**src/rtl/spy_pkg.sv**
```systemverilog
// Shared definitions for the spy readout block: widths, FSM encoding, header layout.
`default_nettype none

package spy_pkg;

  localparam int SPY_DATA_W = 24;
  localparam int SPY_ADDR_W = 9;
  localparam int SPY_DEPTH  = 2 ** SPY_ADDR_W;

  typedef enum logic [2:0] {
    ST_IDLE   = 3'd0,
    ST_FREEZE = 3'd1,
    ST_SNAP   = 3'd2,
    ST_READ   = 3'd3,
    ST_DRAIN  = 3'd4,
    ST_DONE   = 3'd5
  } spy_state_e;

  // Header word: wrapped flag in the MSB, word count in the low ADDR_W+1 bits.
  localparam int HDR_WRAP_BIT = SPY_DATA_W - 1;
  localparam int HDR_CNT_LSB  = 0;
  localparam int HDR_CNT_W    = SPY_ADDR_W + 1;

endpackage

`default_nettype wire

```
**src/rtl/spy_skid_buf.sv**
```systemverilog
// Two-entry valid/ready buffer for returned RAM words; occupancy feeds the read-issue throttle.
`default_nettype none

module spy_skid_buf #(
  parameter int W = 25
) (
  input  logic         clk,
  input  logic         reset,
  input  logic         in_valid_i,
  input  logic [W-1:0] in_data_i,
  output logic         out_valid_o,
  input  logic         out_ready_i,
  output logic [W-1:0] out_data_o,
  output logic [1:0]   occupancy_o
);

  logic [W-1:0] mem_q [2];
  logic         wr_ptr_q;
  logic         rd_ptr_q;
  logic [1:0]   cnt_q;
  logic         w_pop;

  // The issuer guarantees space, so pushes are never refused.
  assign w_pop       = (cnt_q != 2'd0) & out_ready_i;
  assign out_valid_o = (cnt_q != 2'd0);
  assign out_data_o  = mem_q[rd_ptr_q];
  assign occupancy_o = cnt_q;

  always_ff @(posedge clk) begin
    if (reset) begin
      mem_q[0] <= '0;
      mem_q[1] <= '0;
      wr_ptr_q <= 1'b0;
      rd_ptr_q <= 1'b0;
      cnt_q    <= 2'd0;
    end else begin
      if (in_valid_i) begin
        mem_q[wr_ptr_q] <= in_data_i;
        wr_ptr_q        <= ~wr_ptr_q;
      end
      if (w_pop) begin
        rd_ptr_q <= ~rd_ptr_q;
      end
      cnt_q <= cnt_q + {1'b0, in_valid_i} - {1'b0, w_pop};
    end
  end

endmodule

`default_nettype wire

```
**src/rtl/spy_readout.sv**
```systemverilog
// Freezes the spy, snapshots its pointer and walks the RAM oldest-to-newest onto a valid/ready stream.
// Optional header word before the data: define SPY_READOUT_HEADER_EN.
`default_nettype none

module spy_readout
  import spy_pkg::*;
#(
  parameter int DATA_W = SPY_DATA_W,
  parameter int ADDR_W = SPY_ADDR_W
) (
  input  logic              clk,
  input  logic              reset,
  input  logic              start,
  input  logic [ADDR_W-1:0] spy_last_pos,
  input  logic              spy_wrap,
  output logic              spy_freeze,
  output logic [ADDR_W-1:0] spy_addr,
  output logic              spy_rd_en,
  input  logic [DATA_W-1:0] spy_data,
  output logic [DATA_W-1:0] out_data,
  output logic              out_valid,
  input  logic              out_ready,
  output logic              out_last,
  output logic              busy,
  output logic              done
);

`ifdef SPY_READOUT_HEADER_EN
  localparam bit HDR_EN = 1'b1;
`else
  localparam bit HDR_EN = 1'b0;
`endif

  localparam logic [ADDR_W:0] FULL_CNT = {1'b1, {ADDR_W{1'b0}}};
  localparam logic [ADDR_W:0] CNT_ONE  = {{ADDR_W{1'b0}}, 1'b1};

  spy_state_e        state_q, state_d;
  logic              wrapped_q;
  logic [ADDR_W-1:0] addr_q;
  logic [ADDR_W:0]   remain_q;
  logic              inflight_q;
  logic              inflight_last_q;
  logic              hold_q;

  logic [ADDR_W:0]   w_count_snap;
  logic [ADDR_W-1:0] w_base_snap;
  logic [DATA_W-1:0] w_hdr_word;
  logic              w_pop;
  logic [1:0]        w_occ;
  logic [2:0]        w_level;
  logic              w_can_issue;
  logic              w_issue;
  logic              w_hdr_push;
  logic              w_skid_valid;
  logic [DATA_W:0]   w_skid_in;
  logic [DATA_W:0]   w_skid_out;

  assign w_count_snap = wrapped_q ? FULL_CNT : {1'b0, spy_last_pos};
  assign w_base_snap  = wrapped_q ? spy_last_pos : '0;

  always_comb begin
    w_hdr_word              = '0;
    w_hdr_word[DATA_W-1]    = wrapped_q;
    w_hdr_word[ADDR_W:0]    = w_count_snap;
  end

  // Counting the word leaving this cycle keeps 1 word/cycle with a 2-deep buffer
  // while still never issuing a read that would have nowhere to land.
  assign w_pop       = out_valid & out_ready;
  assign w_level     = {1'b0, w_occ} + {2'b0, inflight_q} - {2'b0, w_pop};
  assign w_can_issue = (w_level < 3'd2);

  always_comb begin
    state_d    = state_q;
    w_issue    = 1'b0;
    w_hdr_push = 1'b0;
    case (state_q)
      ST_IDLE:   if (start) state_d = ST_FREEZE;
      ST_FREEZE: state_d = ST_SNAP;
      ST_SNAP: begin
        w_hdr_push = HDR_EN;
        if (w_count_snap == '0) state_d = HDR_EN ? ST_DRAIN : ST_DONE;
        else                    state_d = ST_READ;
      end
      ST_READ: begin
        w_issue = w_can_issue & ~hold_q;
        if (w_issue && (remain_q == CNT_ONE)) state_d = ST_DRAIN;
      end
      ST_DRAIN:  if (w_pop && out_last) state_d = ST_DONE;
      ST_DONE:   state_d = ST_IDLE;
      default:   state_d = ST_IDLE;
    endcase
  end

  always_ff @(posedge clk) begin
    if (reset) begin
      state_q         <= ST_IDLE;
      wrapped_q       <= 1'b0;
      addr_q          <= '0;
      remain_q        <= '0;
      inflight_q      <= 1'b0;
      inflight_last_q <= 1'b0;
      hold_q          <= 1'b0;
    end else begin
      state_q         <= state_d;
      inflight_q      <= w_issue;
      inflight_last_q <= w_issue && (remain_q == CNT_ONE);
      if (spy_wrap && !spy_freeze) wrapped_q <= 1'b1;
      if (state_q == ST_SNAP) begin
        addr_q   <= w_base_snap;
        remain_q <= w_count_snap;
        // Header takes the first READ cycle, pushing first data one cycle later.
        hold_q   <= HDR_EN;
      end else begin
        if (state_q == ST_READ) hold_q <= 1'b0;
        if (w_issue) begin
          addr_q   <= addr_q + 1'b1;
          remain_q <= remain_q - 1'b1;
        end
      end
    end
  end

  assign w_skid_valid = inflight_q | w_hdr_push;
  assign w_skid_in    = w_hdr_push ? {(w_count_snap == '0), w_hdr_word}
                                   : {inflight_last_q, spy_data};

  spy_skid_buf #(
    .W (DATA_W + 1)
  ) u_skid (
    .clk         (clk),
    .reset       (reset),
    .in_valid_i  (w_skid_valid),
    .in_data_i   (w_skid_in),
    .out_valid_o (out_valid),
    .out_ready_i (out_ready),
    .out_data_o  (w_skid_out),
    .occupancy_o (w_occ)
  );

  assign out_data   = w_skid_out[DATA_W-1:0];
  assign out_last   = w_skid_out[DATA_W];
  assign spy_addr   = addr_q;
  assign spy_rd_en  = w_issue;
  assign busy       = (state_q == ST_FREEZE) || (state_q == ST_SNAP) ||
                      (state_q == ST_READ)   || (state_q == ST_DRAIN);
  assign spy_freeze = busy;
  assign done       = (state_q == ST_DONE);

endmodule

`default_nettype wire

```
**config.mk**
```make
export PLATFORM = sky130hd
export DESIGN_NAME = spy_readout
export DESIGN_NICKNAME = d
export VERILOG_FILES = /design/src/rtl/spy_pkg.sv /design/src/rtl/spy_skid_buf.sv /design/src/rtl/spy_readout.sv
export SDC_FILE = /design/constraint.sdc
export NUM_CORES = 1
export LEC_CHECK = 0
export ABC_AREA = 1
export CAP_MARGIN = 40
export CORE_MARGIN = 4
export CORE_UTILIZATION = 55
export DETAILED_ROUTE_END_ITERATION = 12
export PLACE_DENSITY = 0.84
export SLEW_MARGIN = 5
export SYNTH_ARGS = -nofsm -noshare
export SYNTH_HDL_FRONTEND = slang
export SYNTH_SLANG_ARGS = --single-unit
export TNS_END_PERCENT = 1
```
**constraint.sdc**
```tcl
create_clock -name clk -period 4 [get_ports clk]
set_clock_uncertainty 0.1 [all_clocks]
set_input_delay 0.8 -clock clk [delete_from_list [all_inputs] [get_ports clk]]
set_output_delay 0.8 -clock clk [all_outputs]
set_load 0.01 [all_outputs]
```
==> impl_results.md <==
* Outcome: finished clean
* Avg Cell Area, Syn at 8.96 um2
* Final Power at 0.00277 W
* Multi-input logic area at 0.00153 mm2
* Setup CP Type: in2out
* #FFs+latches synth at 80
* Most common cell after layout, fill and taps aside: nor2_1
* Max IR drop VDD at 0.282 mV
* Routed length on met3 at 539 um
* Gp weighted congestion at 0.890
* Clock Tree Root: clkbuf_8
* Non-Filler Instances at 624
* Die area at 0.00861 mm2
* Final ANT Viol Nets at 0
* Family with the most delay on the worst path: adder cells
* Crit path required time at 3100 ps
* Slowest cell on crit path: fa_1
* Async set-reset flop share out of synthesis at 0%
* Max-cap check violation count at 0
* Fill count at 499
* Nets@finish at 567
* Syn_nets at 485
* Buffers on Ports at 76
* All-Layer GR Usage at 22.0%
* Crit end category: primary output
* DR WL/cell at ~15 um
* Most used flip-flop cell after synthesis: edfxtp_1
* Leakage power total at 2.17 nW
* Sequential-to-total area share from yosys stat at 53.2%
* Mapped Area at 0.00395 mm2
* Post-route cell area at 0.00502 mm2
* H-tree levels at 3
* Worst slew pin tran at 577 ps
* Clk pin slew, worst setup/hold paths at 80 ps
* Distinct cells, synth at 34
* Vias in the first global route at 3306
* Via/cell ratio at ~5.2
* Synth Warn # at 0
* Drt pass-1 iters at 5
* CTS tree: built
* Clock Latency Late Sink at around 350 ps
* Class of the worst hold path: reg2reg
* Cts hold-fix bufs at 0
* Final setup viols at 0
* Startpoint types: primary input
* Final setup margin at about 100 ps
* CTS buffer count at 9
* Largest net degree at the start of global routing at 27
* M1 WL at 3.73 mm
* Placeable Area at about 0.0069 mm2
* Most frequent cells in the layout: 79 x nor2_1, 75 x clkdlybuf4s50_1, 67 x nand2_1
* Clock buffer depth at 2
* Initial Util at 57.5%
* Die W at roughly 93 um
* RSZ-0062 raised after global routing: no
* Crit share post-route at 97.4%
* Post-layout util at 73.2%
* Via Count at 3250
* Placed cells at around 610
* Post-Synthesis Cells at 441
* Min cycle time layout at 3900 ps
* Crit path max fanout at 2
* Achievable Freq at between 200 and 300 MHz
* Crit-path most repeated cell: inv_1
* Post CTS Setup Buffer Count at 0
* Initial drt markers at 162
* R2R Setup Slk at 1130 ps
* Fin. Hold Viols at 0
* Top Metal Used: met4
* Worst Path Arrival at 3000 ps
* Layout cell share with drive strength beyond 1 at 12.1%
* CTS sink count at 80
* Final Max Tran Viols at 0
* Pwr Density at 552 mW/mm2
* Diodes inserted at 0
* Setup Slack @ Placement at -179 ps
* Routed wl met2 at about 4.8 mm
* Worst path max stage delay at 440 ps
* Post-DP HPWL at between 6 and 7 mm
* Initial antenna violation count at 0
* CP bufs+invs at 5
* First-pass GRT wire length at 15.0 mm
* Area grow syn2layout at 27.1%
* Max-slew headroom at between 60% and 70%
* Cell row count at 30
* Total gr overflow at 0
* Die Height at between 90 and 100 um
* Post-DP Area at 0.00482 mm2
* Io pins at 77
* FF/Latch Area at 0.00210 mm2
* Sequence of cells on the critical path: clkdlybuf4s50_1 -> o21a_1 -> ha_1 -> inv_1 -> ha_1 -> fa_1 -> inv_1 -> nand2_1 -> nor2_2 -> nand2_4 -> inv_1 -> clkdlybuf4s15_1
* Number of synthesized flops with an enable pin at 50
* DRC viols at 0
* Routed WL at ~9.2 mm
## per-stage QoR
| stage | hold WS (ps) | TNS, ps |
|---|---|---|
| 5_1_grt | 425 | 0 |
| 3_5_place_dp | 353 | -179 |
| 2_1_floorplan | 325 | 0 |
| 6_report | 375 | 0 |
| 3_3_place_gp | 337 | -126 |
| 4_1_cts | 366 | 0 |
## synth_stat cells, types with 2 or more instances
master    number  share of area, %
clkbuf_1       5              0.47
o21ai_1        4              0.51
nand4_1        2              0.32
inv_2          4              0.38
nor3_1         5              0.63
nand3_1       24               3.0
nor2_1        79               7.5
o21bai_1       4              0.76
nand2_4        2              0.57
nand2_1       67               6.4
o211ai_1       2              0.38
dfxtp_1       30                15
ha_1           5               1.6
mux2_2        24               6.8
o21ai_0       23               2.9
xor2_1         2              0.44
a21oi_1       24               3.0
a31oi_1        2              0.32
nor2_2         4              0.63
edfxtp_1      50                38
buf_2          7              0.89
buf_6          3              0.85
xnor2_1        2              0.44
inv_1         57               5.4
## cells by family after synthesis
| family | count (synthesis) | share of synthesized area (%) |
|---|---|---|
| adders and majority gates | 6 | 2.09 |
| AOI/OAI and AO/OA | 63 | 8.71 |
| buffers and inverters | 77 | 8.20 |
| xor gates and xnor gates | 4 | 0.887 |
| muxes | 24 | 6.84 |
| DFF | 80 | 53.2 |
| and+or+nand+nor | 187 | 20.1 |
## report_power, final
part	internal, W	switching (W)
Combinational	0.000514	0.000573
Sequential	0.000979	0.0000941
Clock	0.000296	0.000318
Total	0.00179	0.000985
## flip-flops by register name (all words and copies together), names as in the netlist, named ones only
| signal | flops |
|---|---|
| inflight_q | 1 |
| spy_addr | 9 |
| u_skid.occupancy_o | 2 |
| state_q | 3 |
| u_skid.rd_ptr_q | 1 |
| wrapped_q | 1 |
| u_skid.mem_q | 50 |
| u_skid.wr_ptr_q | 1 |
| remain_q | 10 |
| inflight_last_q | 1 |
## cell type report
cell class | instances | share of cell area, %
flip-flops and latches | 80 | 41.8
multi-input cells | 284 | 30.4
repair buffers | 87 | 16.8
inverters | 61 | 4.56
clock buffers | 9 | 2.47
well taps | 96 | 2.39
clock inverters | 7 | 1.59
## worst paths after layout
kind,startpoint,endpoint,cells past startpoint
worst max register to register,u_skid.occupancy_o[1],spy_addr[7],14
worst min-delay path,u_skid.rd_ptr_q,flop,1
worst max-delay path,out_ready,spy_rd_en,12
worst min register to register,u_skid.rd_ptr_q,flop,1
## routing by layer
metal / track usage [%] / up-vias
met5: 0 / -
met4: 8.79 / 0
met3: 3.98 / 16
met2: 40.3 / 117
met1: 25.2 / 1508
li1: - / 1609
## worst reg2reg max path, cell delays in order (launching register included)
cell,delay [ps]
dfxtp_1,350
o21a_1,200
ha_1,280
inv_1,40
ha_1,180
fa_1,440
inv_1,100
nand2_1,70
nor2_2,150
nand2_4,60
buf_4,170
nand2_4,200
inv_1,200
a21oi_1,150
a21oi_1,70
## repair_timing
item | CTS | global route
gates resized for setup | 1 | 1
endpoints found under the setup margin | 1 | 1
pin swaps | 0 | 0
Note: power is estimated with default switching activity, not from simulation.
